**config.mk**
```make
export PLATFORM = sky130hd
export DESIGN_NAME = time_parameters
export DESIGN_NICKNAME = d
export VERILOG_FILES = /design/src/rtl/traffic_pkg.sv /design/src/rtl/time_parameters_tparam_reg.sv /design/src/rtl/time_parameters.sv
export SDC_FILE = /design/constraint.sdc
export NUM_CORES = 1
export LEC_CHECK = 0
export CAP_MARGIN = 15
export CORE_AREA = 4 4 41 43
export CTS_BUF_LIST = sky130_fd_sc_hd__clkbuf_8
export CTS_CLUSTER_SIZE = 16
export DETAILED_ROUTE_END_ITERATION = 7
export DIE_AREA = 0 0 45 47
export GPL_TIMING_DRIVEN = 0
export PLACE_DENSITY_LB_ADDON = 0.25
export SYNTH_ARGS = -nofsm -noshare
export SYNTH_HDL_FRONTEND = slang
export SYNTH_SLANG_ARGS = --single-unit
```
**constraint.sdc**
```tcl
create_clock -name clk -period 0.9 [get_ports clk]
set_input_delay 0.135 -clock clk [delete_from_list [all_inputs] [get_ports clk]]
set_output_delay 0.135 -clock clk [all_outputs]
set_load 0.02 [all_outputs]
```
**src/rtl/traffic_pkg.sv**
```systemverilog
// Shared types and constants for the traffic-light controller.
// Selector encodings, duration type and factory-default durations.
package traffic_pkg;

    typedef logic [3:0] tparam_t;
    typedef logic [1:0] sel_t;

    localparam sel_t SEL_BASE = 2'b00;
    localparam sel_t SEL_EXT  = 2'b01;
    localparam sel_t SEL_YEL  = 2'b10;
    localparam sel_t SEL_NONE = 2'b11;

    localparam tparam_t TP_DEF_BASE = 4'd6;
    localparam tparam_t TP_DEF_EXT  = 4'd3;
    localparam tparam_t TP_DEF_YEL  = 4'd2;

    localparam tparam_t TP_ZERO = 4'd0;

    // A zero duration is illegal, so it is replaced by the default.
    function automatic tparam_t sanitize(input tparam_t v, input tparam_t def);
        return (v == TP_ZERO) ? def : v;
    endfunction

endpackage

```
**src/rtl/time_parameters_tparam_reg.sv**
```systemverilog
// Single 4-bit timing parameter: sync reset to default, write enable,
// and zero-means-default substitution on writes.
module tparam_reg
    import traffic_pkg::*;
#(
    parameter tparam_t DEF = TP_DEF_BASE
) (
    input  logic    clk,
    input  logic    reset,
    input  logic    we,
    input  tparam_t wdata,
    output tparam_t value
);

    tparam_t val_d;
    tparam_t val_q;

    always_comb begin
        val_d = val_q;
        if (we) begin
            val_d = sanitize(wdata, DEF);
        end
    end

    always_ff @(posedge clk) begin
        if (reset) begin
            val_q <= DEF;
        end else begin
            val_q <= val_d;
        end
    end

    assign value = val_q;

endmodule

```
**src/rtl/time_parameters.sv**
```systemverilog
// Timing-parameter register file: three durations, reprogrammable at
// run time, with a zero-latency read mux selected by the controller.
module time_parameters
    import traffic_pkg::*;
#(
    parameter tparam_t DEF_BASE = TP_DEF_BASE,
    parameter tparam_t DEF_EXT  = TP_DEF_EXT,
    parameter tparam_t DEF_YEL  = TP_DEF_YEL
) (
    input  logic       clk,
    input  logic       reset,
    input  logic [1:0] selector,
    input  logic [1:0] selector_reprogram,
    input  logic [3:0] t_value_input,
    input  logic       reprogram,
    output logic [3:0] t_value_output
);

    logic    we_base;
    logic    we_ext;
    logic    we_yel;
    tparam_t t_base;
    tparam_t t_ext;
    tparam_t t_yel;

    always_comb begin
        we_base = reprogram && (selector_reprogram == SEL_BASE);
        we_ext  = reprogram && (selector_reprogram == SEL_EXT);
        we_yel  = reprogram && (selector_reprogram == SEL_YEL);
    end

    tparam_reg #(.DEF(DEF_BASE)) u_base (
        .clk   (clk),
        .reset (reset),
        .we    (we_base),
        .wdata (t_value_input),
        .value (t_base)
    );

    tparam_reg #(.DEF(DEF_EXT)) u_ext (
        .clk   (clk),
        .reset (reset),
        .we    (we_ext),
        .wdata (t_value_input),
        .value (t_ext)
    );

    tparam_reg #(.DEF(DEF_YEL)) u_yel (
        .clk   (clk),
        .reset (reset),
        .we    (we_yel),
        .wdata (t_value_input),
        .value (t_yel)
    );

    always_comb begin
        t_value_output = TP_ZERO;
        case (selector)
            SEL_BASE: t_value_output = t_base;
            SEL_EXT:  t_value_output = t_ext;
            SEL_YEL:  t_value_output = t_yel;
            default:  t_value_output = TP_ZERO;
        endcase
    end

endmodule

```
==> flow_summary.json <==
{
  "outcome": "complete, but fails checks",
  "violations": "negative setup slack",
  "endpoint_kind": "output port",
  "portBuffers": 13,
  "power_frac_comb_pct": 17.1,
  "cts_buffer_depth": 2,
  "hold-worst-slack_ns": 0.3187,
  "synth-seq-area-share_pct": 44.76,
  "max_cap_violations": 0,
  "worstHoldPathType": "input port to flop",
  "reg2reg_depth": 3,
  "fin_nets": 93,
  "clkSinkCount": 12,
  "die_w_um": 45,
  "hold_buffers": 0,
  "fp-row-count": 13,
  "worst_clock_skew_ns": 0,
  "cp_cell_sequence": "mux2i_2, o21ai_2, buf_6",
  "post-route-min-period_ns": 1.069,
  "max-vdd-ir-drop_v": 0.0008617,
  "cts-root-buf": "clkbuf_8",
  "drc": 0,
  "tightest_slew_ns": 0.2994,
  "clkPwrFrac_pct": 37.2,
  "layout.core_utilization_pct": 62.79,
  "hold_end": "u_base.value[0]",
  "start_kind": "flop",
  "grt_pass1_vias": 474,
  "synthCells": 59,
  "drv_slew": 0,
  "pre_cts_ws_ns": -1.058,
  "max_stage_delay_ns": 0.32,
  "setup_viol": 4,
  "vias_per_cell": 5.084,
  "area_delta_synth_final_pct": 52.21,
  "setup_ws_ns": -0.1695,
  "clk_pin_slew_ns": 0.05,
  "critPathMaxFanout": 2,
  "relSlewSlack_pct": 79.88,
  "cellLeakagePower_uw": 0.0003549,
  "yosys_warnings": 0,
  "arrival_ns": 0.93,
  "io_pins": 15,
  "drive_gt1_share_pct": 43.75,
  "swShare_pct": 22.92,
  "synth_nets": 70,
  "via_count": 483,
  "gr-total-overflow": 0,
  "first_pass_iters": 4,
  "timing.rr.start": "u_base.value[3]",
  "postRouteAntennaNets": 0,
  "die_area_sq_mm": 0.002115,
  "cts_tree": "built",
  "min-delay-start": "selector_reprogram[1]",
  "yosysTopAreaCellShare_pct": 44.76,
  "ff2ff_setup_slack_ns": 0.19,
  "grt_max_degree": 11,
  "worst_path_max_delay_cell": "dfxtp_2",
  "cts_max_level": 1,
  "fp.dieH_um": 47,
  "detailed_place_hpwl_um": 847.8,
  "ys_ff_latch": 12,
  "gp_congestion": 0.6963,
  "seqPwrFrac_pct": 45.8,
  "rsz0062_at_grt": "true",
  "drt-initial-drc-count": 7,
  "p_switching_uw": 285.4,
  "core-area_sq_mm": 0.001301,
  "finalCritPeriodShare_pct": 118.8,
  "critPathKind": "flop to output port",
  "antenna_found_initial": 0,
  "power.density_mw_per_mm2": 1524,
  "crit_required_ns": 0.76,
  "routed_wl_um": 1135,
  "fmax_ghz": 0.9350,
  "cts_buffers": 3,
  "p_int_uw": 960.1,
  "yosysUniqueCellTypes": 13,
  "grtUsageTotal_pct": 13.21,
  "clock_latency_ns": 0.23,
  "yosysTopAreaCell": "dfxtp_1",
  "hold_viol": 0,
  "avgSynthCellArea_sq_um": 9.098,
  "wl_per_cell_um": 11.95,
  "worst_hold_path.num_cells": 4,
  "start_util_pct": 41.25,
  "diodes": 0,
  "synthTopCellsByArea": "dfxtp_1, mux2i_1, o21ai_0, nor2_1, nor3_1",
  "grt_pass1_wl_um": 2007,
  "synth_area_sq_um": 536.8,
  "worstReg2RegEnd": "u_base.value[3]"
}
[what timing repair did]
action                                  in CTS  in global routing
pin swaps                                    4                  3
gates resized for setup                     46                 11
buffers inserted                             5                  0
endpoints found under the setup margin      16                 14
[layer usage]
layer	GRT usage, %	up-vias	part of all wire (%)
met2	21.47	13	45
li1	-	253	-
met5	0	-	0
met1	16.01	215	48
met3	3.448	2	5.9
met4	7.018	0	0.79
[worst max path at each step]
stage                          startpoint                 to  slack [ns]  cells after the start
after floorplan               selector[1]  t_value_output[0]        0.09                      4
after global placement        selector[0]  t_value_output[2]       -1.05                      5
after detailed placement      selector[0]  t_value_output[2]       -1.06                      5
after CTS                 u_base.value[0]  t_value_output[0]       -0.18                      3
after global routing       u_yel.value[0]  t_value_output[0]       -0.21                      3
final                      u_yel.value[3]  t_value_output[3]       -0.17                      3
[power groups by stage]
| stage | Clock (uW) | Sequential, uW | Combinational (uW) |
|---|---|---|---|
| after floorplan | 0 | 573 | 98.9 |
| after global placement | 0 | 576 | 192 |
| after detailed placement | 0 | 576 | 195 |
| after CTS | 474 | 568 | 207 |
| after global routing | 502 | 573 | 232 |
| final | 463 | 570 | 212 |
[cell families (layout without fill, tap and decap cells)]
| logic type | count (synthesis) | after routing | synth area share (%) |
|---|---|---|---|
| flops | 12 | 12 | 44.76 |
| mux | 11 | 11 | 20.51 |
| simple gates | 23 | 23 | 22.84 |
| compound gates | 11 | 11 | 10.26 |
| buf+inv | 2 | 23 | 1.630 |
[layout by cell type, fill, tap and decap left out]
master and n:
mux2i_1 8, nor2_1 8, dfxtp_2 8, dlygate4sd2_1 6
nor3_1 5, buf_6 5, nand2_1 4, o21ai_2 4
clkbuf_8 4, o21ai_0 4, buf_4 4, dfxtp_1 4
mux2i_2 3, a21oi_1 3, nand3b_1 2, clkbuf_2 2
buf_2 1, nor2b_4 1, nor4_2 1, nor4_1 1
nor3b_4 1, clkdlybuf4s15_2 1
[stage by stage]
step	cell area [sq um]	total power, uW	TNS (ns)	std cells
final	817.0	1245	-0.6111	95
after global routing	817.0	1307	-0.7932	95
after CTS	807.0	1249	-0.6634	95
after detailed placement	700.7	770.9	-9.689	87
after global placement	700.7	768.1	-9.519	87
after floorplan	551.8	672.1	0	59
[final cells by class]
type	count	area (sq um)
Fill cell	118	484.2
Clock buffer	3	41.29
Tap cell	15	18.77
Sequential cell	12	250.2
Buffer	2	18.77
Timing Repair Buffer	18	160.2
Multi-Input combinational cell	45	327.8
[synthesized netlist by cell type]
cell / count
clkbuf_1: 1
mux2i_1: 11
nor2b_1: 1
o21ai_0: 8
nor2_1: 8
dfxtp_1: 12
buf_2: 1
nor4_1: 2
a21oi_1: 3
nor3b_4: 1
nand3b_1: 2
nor3_1: 5
nand2_1: 4
[flip-flops by register name, indices dropped and copies added, names as in the netlist]
name          flops
u_base.value      4
u_ext.value       4
u_yel.value       4
[critical path: cells and delay by family, from the launching register on]
family	cells	cell delay (ns)
compound gates	1	0.07
mux	1	0.19
buf+inv	1	0.13
flops	1	0.32
Power figures use the tool's default switching activity.
